`config.mk`:
```
export PLATFORM = sky130hd
export DESIGN_NAME = jt51_pg_sched_flat
export DESIGN_NICKNAME = d
export VERILOG_FILES = /design/src/rtl/jt51_pg_sched_if.sv /design/src/rtl/jt51_pg_sched.sv /design/src/flat_wrapper.sv
export SDC_FILE = /design/constraint.sdc
export NUM_CORES = 1
export LEC_CHECK = 0
export ABC_CLOCK_PERIOD_IN_PS = 40000
export BUFFER_PORTS_ARGS = -buffer_cell sky130_fd_sc_hd__buf_2
export CAP_MARGIN = 0
export CELL_PAD_IN_SITES_DETAIL_PLACEMENT = 0
export CELL_PAD_IN_SITES_GLOBAL_PLACEMENT = 1
export CORE_ASPECT_RATIO = 1.2
export CORE_MARGIN = 4
export CORE_UTILIZATION = 40
export CTS_CLUSTER_DIAMETER = 120
export DETAILED_ROUTE_END_ITERATION = 8
export GPL_ROUTABILITY_DRIVEN = 0
export PLACE_DENSITY_LB_ADDON = 0.1
export SKIP_LAST_GASP = 1
export SLEW_MARGIN = 20
export SYNTH_ARGS = -nofsm -noshare
export SYNTH_HDL_FRONTEND = slang
export SYNTH_SLANG_ARGS = --single-unit
```
`constraint.sdc`:
```
create_clock -name clk -period 40 [get_ports clk]
set_input_delay 6 -clock clk [delete_from_list [all_inputs] [get_ports clk]]
set_output_delay 6 -clock clk [all_outputs]
set_load 0.05 [all_outputs]
```
`src/rtl/jt51_pg_sched_if.sv`:
```
// Register-write bus into the phase-generator slot scheduler.
// The driver writes the channel, operator and key-on tables through it.
interface jt51_pg_sched_if;
  logic       ch_we;
  logic [2:0] ch_sel;
  logic [6:0] kc_din;
  logic [5:0] kf_din;
  logic [2:0] pms_din;
  logic       op_we;
  logic [4:0] op_sel;
  logic [3:0] mul_din;
  logic [2:0] dt1_din;
  logic [1:0] dt2_din;
  logic       kon_we;
  logic [2:0] kon_ch;
  logic [3:0] kon_ops;

  modport master (
    output ch_we, ch_sel, kc_din, kf_din, pms_din,
    output op_we, op_sel, mul_din, dt1_din, dt2_din,
    output kon_we, kon_ch, kon_ops
  );

  modport slave (
    input ch_we, ch_sel, kc_din, kf_din, pms_din,
    input op_we, op_sel, mul_din, dt1_din, dt2_din,
    input kon_we, kon_ch, kon_ops
  );
endinterface

```
`src/rtl/jt51_pg_sched.sv`:
```
// Slot counter and parameter sequencer for the JT51 phase generator.
// Drives per-slot fields at stage offsets I/II/III/VI and key-on resets.
module jt51_pg_sched (
  input  logic        rst,
  input  logic        clk,
  input  logic        cen,
  jt51_pg_sched_if.slave wr,
  output logic [4:0]  slot_I,
  output logic        zero,
  output logic [6:0]  kc_I,
  output logic [5:0]  kf_I,
  output logic [2:0]  pms_I,
  output logic [1:0]  dt2_I,
  output logic [2:0]  dt1_II,
  output logic        pg_rst_III,
  output logic [3:0]  mul_VI,
  output logic [31:0] kon_o
);

  logic [6:0]  kc_q  [8];
  logic [5:0]  kf_q  [8];
  logic [2:0]  pms_q [8];
  logic [3:0]  mul_q [32];
  logic [2:0]  dt1_q [32];
  logic [1:0]  dt2_q [32];

  logic [4:0]  slot_q;
  logic [4:0]  nxt;
  logic [6:0]  kc_I_q;
  logic [5:0]  kf_I_q;
  logic [2:0]  pms_I_q;
  logic [1:0]  dt2_I_q;
  logic [2:0]  dt1_I_q;
  logic [2:0]  dt1_II_q;
  logic [2:0]  pr_q;
  logic [3:0]  mul_p_q [6];
  logic [31:0] kon_q, kon_d;
  logic [31:0] pend_q, pend_d;
  logic [4:0]  idx;

  assign nxt = slot_q + 5'd1;

  always_ff @(posedge clk or posedge rst) begin
    if (rst) begin
      for (int i = 0; i < 8; i++) begin
        kc_q[i]  <= '0;
        kf_q[i]  <= '0;
        pms_q[i] <= '0;
      end
      for (int i = 0; i < 32; i++) begin
        mul_q[i] <= '0;
        dt1_q[i] <= '0;
        dt2_q[i] <= '0;
      end
    end else begin
      if (wr.ch_we) begin
        kc_q[wr.ch_sel]  <= wr.kc_din;
        kf_q[wr.ch_sel]  <= wr.kf_din;
        pms_q[wr.ch_sel] <= wr.pms_din;
      end
      if (wr.op_we) begin
        mul_q[wr.op_sel] <= wr.mul_din;
        dt1_q[wr.op_sel] <= wr.dt1_din;
        dt2_q[wr.op_sel] <= wr.dt2_din;
      end
    end
  end

  // Every field of a slot is read from the tables on the same edge.
  always_ff @(posedge clk or posedge rst) begin
    if (rst) begin
      slot_q   <= '0;
      kc_I_q   <= '0;
      kf_I_q   <= '0;
      pms_I_q  <= '0;
      dt2_I_q  <= '0;
      dt1_I_q  <= '0;
      dt1_II_q <= '0;
      pr_q     <= '0;
      for (int i = 0; i < 6; i++) mul_p_q[i] <= '0;
    end else if (cen) begin
      slot_q     <= nxt;
      kc_I_q     <= kc_q[nxt[2:0]];
      kf_I_q     <= kf_q[nxt[2:0]];
      pms_I_q    <= pms_q[nxt[2:0]];
      dt2_I_q    <= dt2_q[nxt];
      dt1_I_q    <= dt1_q[nxt];
      dt1_II_q   <= dt1_I_q;
      pr_q       <= {pr_q[1:0], pend_q[nxt]};
      mul_p_q[0] <= mul_q[nxt];
      for (int i = 1; i < 6; i++) mul_p_q[i] <= mul_p_q[i-1];
    end
  end

  // Clear of the consumed slot comes first so a same-edge rise wins.
  always_comb begin
    kon_d  = kon_q;
    pend_d = pend_q;
    idx    = '0;
    if (cen) pend_d[nxt] = 1'b0;
    if (wr.kon_we) begin
      for (int n = 0; n < 4; n++) begin
        idx = {n[1:0], wr.kon_ch};
        kon_d[idx] = wr.kon_ops[n];
        if (wr.kon_ops[n] && !kon_q[idx]) pend_d[idx] = 1'b1;
      end
    end
  end

  always_ff @(posedge clk or posedge rst) begin
    if (rst) begin
      kon_q  <= '0;
      pend_q <= '0;
    end else begin
      kon_q  <= kon_d;
      pend_q <= pend_d;
    end
  end

  assign slot_I     = slot_q;
  assign zero       = (slot_q == 5'd0);
  assign kc_I       = kc_I_q;
  assign kf_I       = kf_I_q;
  assign pms_I      = pms_I_q;
  assign dt2_I      = dt2_I_q;
  assign dt1_II     = dt1_II_q;
  assign pg_rst_III = pr_q[2];
  assign mul_VI     = mul_p_q[5];
  assign kon_o      = kon_q;

endmodule

```
`src/flat_wrapper.sv`:
```
// flat-port wrapper written by rule: the top's interface ports become plain ports
module jt51_pg_sched_flat 
  (rst, clk, cen, slot_I, zero, kc_I, kf_I, pms_I, dt2_I, dt1_II, pg_rst_III, mul_VI, kon_o, wr_ch_we, wr_ch_sel, wr_kc_din, wr_kf_din, wr_pms_din, wr_op_we, wr_op_sel, wr_mul_din, wr_dt1_din, wr_dt2_din, wr_kon_we, wr_kon_ch, wr_kon_ops);
  jt51_pg_sched_if wr_i ();
  input  logic rst;
  input  logic clk;
  input  logic cen;
  output logic [4:0] slot_I;
  output logic zero;
  output logic [6:0] kc_I;
  output logic [5:0] kf_I;
  output logic [2:0] pms_I;
  output logic [1:0] dt2_I;
  output logic [2:0] dt1_II;
  output logic pg_rst_III;
  output logic [3:0] mul_VI;
  output logic [31:0] kon_o;
  input wire logic [$bits(wr_i.ch_we)-1:0] wr_ch_we;
  input wire logic [$bits(wr_i.ch_sel)-1:0] wr_ch_sel;
  input wire logic [$bits(wr_i.kc_din)-1:0] wr_kc_din;
  input wire logic [$bits(wr_i.kf_din)-1:0] wr_kf_din;
  input wire logic [$bits(wr_i.pms_din)-1:0] wr_pms_din;
  input wire logic [$bits(wr_i.op_we)-1:0] wr_op_we;
  input wire logic [$bits(wr_i.op_sel)-1:0] wr_op_sel;
  input wire logic [$bits(wr_i.mul_din)-1:0] wr_mul_din;
  input wire logic [$bits(wr_i.dt1_din)-1:0] wr_dt1_din;
  input wire logic [$bits(wr_i.dt2_din)-1:0] wr_dt2_din;
  input wire logic [$bits(wr_i.kon_we)-1:0] wr_kon_we;
  input wire logic [$bits(wr_i.kon_ch)-1:0] wr_kon_ch;
  input wire logic [$bits(wr_i.kon_ops)-1:0] wr_kon_ops;
  assign wr_i.ch_we = wr_ch_we;
  assign wr_i.ch_sel = wr_ch_sel;
  assign wr_i.kc_din = wr_kc_din;
  assign wr_i.kf_din = wr_kf_din;
  assign wr_i.pms_din = wr_pms_din;
  assign wr_i.op_we = wr_op_we;
  assign wr_i.op_sel = wr_op_sel;
  assign wr_i.mul_din = wr_mul_din;
  assign wr_i.dt1_din = wr_dt1_din;
  assign wr_i.dt2_din = wr_dt2_din;
  assign wr_i.kon_we = wr_kon_we;
  assign wr_i.kon_ch = wr_kon_ch;
  assign wr_i.kon_ops = wr_kon_ops;
  jt51_pg_sched u_core (.rst(rst), .clk(clk), .cen(cen), .wr(wr_i), .slot_I(slot_I), .zero(zero), .kc_I(kc_I), .kf_I(kf_I), .pms_I(pms_I), .dt2_I(dt2_I), .dt1_II(dt1_II), .pg_rst_III(pg_rst_III), .mul_VI(mul_VI), .kon_o(kon_o));
endmodule
```
==> metrics.md, run 1 <==
| Metric | Value |
|---|---|
| Syn nets | `1714` |
| # Post-CTS Setup Buffers | `0` |
| PD cells | `77.98 mW/mm2` |
| Area Overhead vs Synth | `13.08%` |
| Static Leak | `12.32 nW` |
| Hold Path Stages | `1` |
| Layout cells sized above 1 | `46.92%` |
| Post-synthesis sequential area ratio | `54.62%` |
| Ys async rst share | `100.0%` |
| Max-Slew Margin vs Limit | `35.61%` |
| # fillers | `5455` |
| Crit-path cells | `inv_1, ha_4, nor4b_1, buf_2` |
| Number of global-route vias before repair | `15450` |
| Layout Skew | `0.01850 ns` |
| Final Setup Violations | `0` |
| Primary FF master, synth | `dfrtp_1` |
| Cell count after synthesis | `1663` |
| DRT Pass-1 Iters | `4` |
| Drt total wl | `61.60 mm` |
| Clk buf depth | `3` |
| Setup repair after global routing missed its margin | `false` |
| Initial Utilization | `40.37%` |
| Commonest non-fill, non-tap cell in the layout | `dfrtp_1` |
| Worst Hold Class | `flip-flop to flip-flop` |
| Post-CTS sizing | `0` |
| WHS Endpoint | `u_core.dt1_q[59]` |
| Post-route ant nets | `0` |
| Syn. warnings | `0` |
| Setup TNS | `0 ns` |
| Status | `finished, final reports clean` |
| Number of max-cap violations | `0` |
| Power, Total | `2.165 mW` |
| Vias | `14290` |
| Num CTS Buffers | `59` |
| Hold Path Origin | `u_core.dt1_q[59]` |
| Flop-to-flop setup slack | `35.86 ns` |
| Post-synthesis sequential element count | `536` |
| Crit path capture type | `output port` |
| Nets | `1793` |
| Max incr delay on CP | `0.70 ns` |
| Most frequent cells in the layout | `dfrtp_1 (535), mux2_2 (465), nand2_1 (119)` |
| ANT cells | `0` |
| Min Hold Slack | `0.4841 ns` |
| Syn Std Cell Area | `0.02455 mm2` |
| Core ar. | `0.06082 mm2` |
| Worst EP arrival | `2.29 ns` |
| Pin count of the biggest net entering global routing | `180` |
| Period utilisation layout | `20.73%` |
| CTS tree | `built` |
| Residual DRC | `0` |
| Drt via density | `5.503` |
| CP Max Fanout | `27` |
| Ports | `110` |
| Pins over their slew limit | `0` |
| Tot GR Track Use | `19.18%` |
| Worst R2R End | `u_core.dt1_I_q[0]` |
| Number of enable flip-flop cells after synthesis | `0` |
| Req. time, crit path | `34.00 ns` |
| Die X | `234.2 um` |
| WS Path Type | `flip-flop to output port` |
| Final hold violations | `0` |
| Number of port buffers | `109` |
| R2R cell count | `8` |
| Initial drt markers | `682` |
| Global route overflow | `0` |
| Core Rows | `99` |
| Fmax | `0.1206 GHz` |
| Final HPWL DP | `37.33 mm` |
| Later-pin clock latency in the skew report | `0.62 ns` |
| Max VDD drop | `0.09316 mV` |
| Slowest stage cell, crit path | `dfrtp_4` |
| Crit path time final | `8.292 ns` |
| Multi-input gate area in the final layout | `0.01042 mm2` |
| Worst-margin pin slew | `0.9659 ns` |
| Yosys cell types | `59` |
| Die span in y | `279.4 um` |
| Die ar. | `0.06543 mm2` |
| RR Startpoint | `u_core.slot_I[0]` |
| Reg area | `0.01342 mm2` |
| Mean Syn Cell Area | `14.77 um2` |
| First-pass GRT wire length | `96.81 mm` |
| Clock-pin transition on the worst setup and hold timing paths | `0.06 ns` |
| Initial antenna violation count | `2` |
| CTS Hold Bufs | `0` |
| Clock root buffer | `clkbuf_16` |
| H-Tree Depth | `2` |
| CP startpoint kind | `flip-flop` |
| Routed len/inst | `23.73 um` |
| TritonCTS Sinks | `536` |
-- critical path: cells and delay by family, from the launching register on --
family / cells / cell delay, ns
DFF: 1 / 0.70
buffers and inverters: 2 / 0.56
and+or+nand+nor: 1 / 0.23
adders and majority gates: 1 / 0.16
-- registers in the layout, summed over array words and instances, names as in the netlist, 6 cells and up --
| name | flops |
|---|---|
| u_core.dt1_q | 96 |
| u_core.dt2_q | 64 |
| u_core.kc_I | 7 |
| u_core.kc_q | 56 |
| u_core.kf_I | 6 |
| u_core.kf_q | 48 |
| u_core.kon_o | 32 |
| u_core.mul_p_q | 20 |
| u_core.mul_q | 128 |
| u_core.pend_q | 32 |
| u_core.pms_q | 24 |
-- logic make-up after synthesis --
family | synth area share [%]
XOR/XNOR | 0.2752
multiplexers | 33.12
adder cells (fa/ha/maj) | 0.2548
flip-flops | 54.62
AND/OR/NAND/NOR | 5.401
buffers and inverters | 3.098
AO/OA/AOI/OAI | 3.231
-- report_power, final --
| group | internal, mW | switching, mW | total, mW |
|---|---|---|---|
| Sequential | 0.679 | 0.0861 | 0.765 |
| Combinational | 0.345 | 0.468 | 0.813 |
| Clock | 0.361 | 0.226 | 0.587 |
| Total | 1.39 | 0.780 | 2.17 |
-- through the flow --
stage	util (%)	setup WS, ns	cells	area [um2]
final	45.65	31.71	2596	27770
after global routing	45.65	31.50	2596	27770
after CTS	45.62	31.59	2595	27750
after detailed placement	42.14	31.54	2488	25630
after global placement	42.14	31.60	2488	25630
after floorplan	-	19.02	1663	24550
-- metal layers --
layer | routed length (um) | track usage [%] | up-vias
met1 | 27840 | 26.96 | 7719
met4 | 994 | 3.962 | 4
li1 | - | - | 6265
met2 | 30250 | 31.59 | 223
met5 | 21 | 0 | -
met3 | 2498 | 3.356 | 75
-- synthesized netlist by cell type, drive strengths merged, types with 2 or more instances --
cell type | number | area share (%)
or2 | 2 | 0.051
a21oi | 2 | 0.056
clkbuf | 48 | 0.77
o221ai | 10 | 0.36
nor3b | 6 | 0.31
nor3 | 4 | 0.14
ha | 5 | 0.25
mux2i | 5 | 0.20
nand2b | 4 | 0.13
nand3b | 5 | 0.31
nand4 | 4 | 0.10
mux4 | 118 | 11
o22ai | 22 | 0.59
nand4b | 3 | 0.11
xor2 | 3 | 0.14
nor2b | 3 | 0.076
nor2 | 88 | 1.8
nand3 | 14 | 0.33
nand2 | 121 | 1.9
mux2 | 476 | 22
o21ai | 77 | 1.6
xnor2 | 3 | 0.14
dfrtp | 536 | 55
a31oi | 16 | 0.41
inv | 14 | 0.21
buf | 64 | 2.1
-- worst max path at each step --
stage	start	endpoint	slack [ns]	depth (start not counted)
finish	u_core.slot_I[0]	zero	31.71	4
global route	u_core.slot_I[0]	zero	31.50	4
CTS	u_core.slot_I[0]	zero	31.59	4
detailed placement	rst	u_core.dt2_I[0]	31.54	4
global placement	rst	u_core.dt2_q[16]	31.60	4
floorplan	rst	u_core.dt1_II[0]	19.02	1
-- cell type report --
| type | count | area share, % |
|---|---|---|
| inverters | 14 | 0.2163 |
| well taps | 808 | 3.641 |
| multi-input cells | 1001 | 37.52 |
| clock buffers | 81 | 6.119 |
| repair buffers | 130 | 2.677 |
| clock inverters | 26 | 1.505 |
| flip-flops and latches | 536 | 48.32 |
No activity file was read; power rests on OpenSTA's default activity.
==> run 2: changes to the inputs <==
ABC_CLOCK_PERIOD_IN_PS = 7800   (was 40000)
clock period = 7.8 ns   (was 40 ns; I/O delays follow)
==> run 2 against run 1 <==
  * Combinational power grew to 5.1 times the previous value
  * Die area stayed put
  * Clock power rose to 4.5 times the previous value
  * Final cell count about the same
  * Largest cell class unchanged
==> metrics.md, run 2 (synthesis results as in run 1) <==
| Metric | Value |
|---|---|
| First-pass GRT wire length | `97.03 mm` |
| Final worst slack | `3.594 ns` |
| WS Path Type | `flip-flop to output port` |
| Nets | `1795` |
| H-Tree Depth | `2` |
| Largest Register | `u_core.mul_q` |
| Vias | `14270` |
| Combinational fraction of design power | `38.4%` |
| Post-route cell area | `0.02751 mm2` |
| Multi-input gate area in the final layout | `0.01042 mm2` |
| RR Startpoint | `u_core.slot_I[0]` |
| Layout cells sized above 1 | `46.45%` |
| Tot GR Track Use | `19.35%` |
| Fmax | `0.2377 GHz` |
| CP bufs+invs | `3` |
| Hold Path Stages | `1` |
| TritonCTS Sinks | `536` |
| CTS tree | `built` |
| Flop-to-flop setup slack | `4.20 ns` |
| Global route overflow | `0` |
| Top cell by count, worst path | `buf_4` |
| Clock-pin transition on the worst setup and hold timing paths | `0.06 ns` |
| Reg area | `0.01342 mm2` |
| Crit-path cells | `buf_4, buf_4, buf_2` |
| Drt via density | `5.493` |
| Switching pwr | `3.882 mW` |
| CTS Hold Bufs | `0` |
| Worst Hold Class | `flip-flop to flip-flop` |
| Crit path depth | `3` |
| Max-Slew Margin vs Limit | `33.47%` |
| Pins over their slew limit | `0` |
| Initial antenna violation count | `2` |
| Setup repair after global routing missed its margin | `false` |
| Residual DRC | `0` |
| Max reg flops | `128` |
| Max VDD drop | `0.2746 mV` |
| Core Rows | `99` |
| # fillers | `5473` |
| Post-route ant nets | `0` |
| Crit path time final | `4.206 ns` |
| Place WS | `4.102 ns` |
| Ports | `110` |
| R2R cell count | `8` |
| Most frequent cells in the layout | `dfrtp_1 (535), mux2_2 (465), nand2_1 (119)` |
| Commonest non-fill, non-tap cell in the layout | `dfrtp_1` |
| Die span in y | `279.4 um` |
| Sw Share | `36.30%` |
| Pint | `6.812 mW` |
| Max incr delay on CP | `0.72 ns` |
| Clk network pwr share | `25.0%` |
| Crit path launch | `u_core.slot_I[0]` |
| DRT Pass-1 Iters | `4` |
| Final HPWL DP | `38.35 mm` |
| CP startpoint kind | `flip-flop` |
| Number of global-route vias before repair | `15430` |
| ANT cells | `0` |
| Initial Utilization | `40.37%` |
| Req. time, crit path | `6.63 ns` |
| Final Setup Violations | `0` |
| Post-CTS sizing | `0` |
| Number of max-cap violations | `0` |
| Clk buf depth | `3` |
| Pin count of the biggest net entering global routing | `156` |
| Die X | `234.2 um` |
| Static Leak | `12.20 nW` |
| Crit path capture type | `output port` |
| Core ar. | `0.06082 mm2` |
| Hold Path Origin | `u_core.kc_q[38]` |
| Num CTS Buffers | `57` |
| Area Overhead vs Synth | `12.04%` |
| PD cells | `388.7 mW/mm2` |
| Fin util | `45.23%` |
| Slowest stage cell, crit path | `buf_4` |
| Status | `finished, final reports clean` |
| Seq pwr share | `36.6%` |
| Routed len/inst | `23.92 um` |
| Cell family with most CP delay | `buffers and inverters` |
| Later-pin clock latency in the skew report | `0.61 ns` |
| Initial drt markers | `744` |
| Die ar. | `0.06543 mm2` |
| Final hold violations | `0` |
| Layout Skew | `0.01726 ns` |
| Drt total wl | `62.12 mm` |
| Dpl cell area | `0.02566 mm2` |
| Number of port buffers | `109` |
| Worst-margin pin slew | `0.9969 ns` |
| Worst EP arrival | `3.04 ns` |
| Period utilisation layout | `53.93%` |
| CP Max Fanout | `44` |
| Largest registers | `u_core.mul_q x128, u_core.dt1_q x96, u_core.dt2_q x64` |
| Clock root buffer | `clkbuf_16` |
| # Post-CTS Setup Buffers | `0` |
[run 2: layout make-up]
| type | instances | share of cell area [%] |
|---|---|---|
| clock buffer | 91 | 6.349 |
| clock inverter | 13 | 0.3547 |
| inverter | 14 | 0.2047 |
| multi-input combinational | 1001 | 37.87 |
| sequential | 536 | 48.77 |
| tap | 808 | 3.675 |
| timing repair buffer | 134 | 2.779 |
[run 2: per-stage QoR]
step | hold slack [ns] | total power [mW] | cells | setup TNS, ns
floorplan | 0.4524 | 7.125 | 1663 | -352.70
global placement | 0.4633 | 8.100 | 2493 | 0
detailed placement | 0.4691 | 8.150 | 2493 | 0
CTS | 0.4827 | 10.88 | 2597 | 0
global route | 0.5072 | 11.33 | 2597 | 0
finish | 0.4760 | 10.69 | 2597 | 0
[run 2: power groups by stage]
stage | logic (mW) | registers [mW] | clock network (mW)
2_1_floorplan | 2.97 | 4.15 | 0
3_3_place_gp | 4.16 | 3.94 | 0
3_5_place_dp | 4.18 | 3.97 | 0
4_1_cts | 4.19 | 3.92 | 2.76
5_1_grt | 4.45 | 4.01 | 2.87
6_report | 4.11 | 3.91 | 2.67
[run 2: per-layer routing]
metal	GRT usage, %	wire length [um]
met1	25.75	26590
met2	32.69	31280
met3	3.712	2641
met4	5.136	1595
met5	0	13
[run 2: worst paths after layout]
| kind | endpoint |
|---|---|
| worst max-delay path | slot_I[0] |
| worst min register to register | u_core.kc_q[38] |
| worst min-delay path | u_core.kc_q[38] |
| max in group asynchronous | u_core.pend_q[29] |
| min in group asynchronous | u_core.mul_q[120] |
| worst max register to register | u_core.mul_p_q[20] |
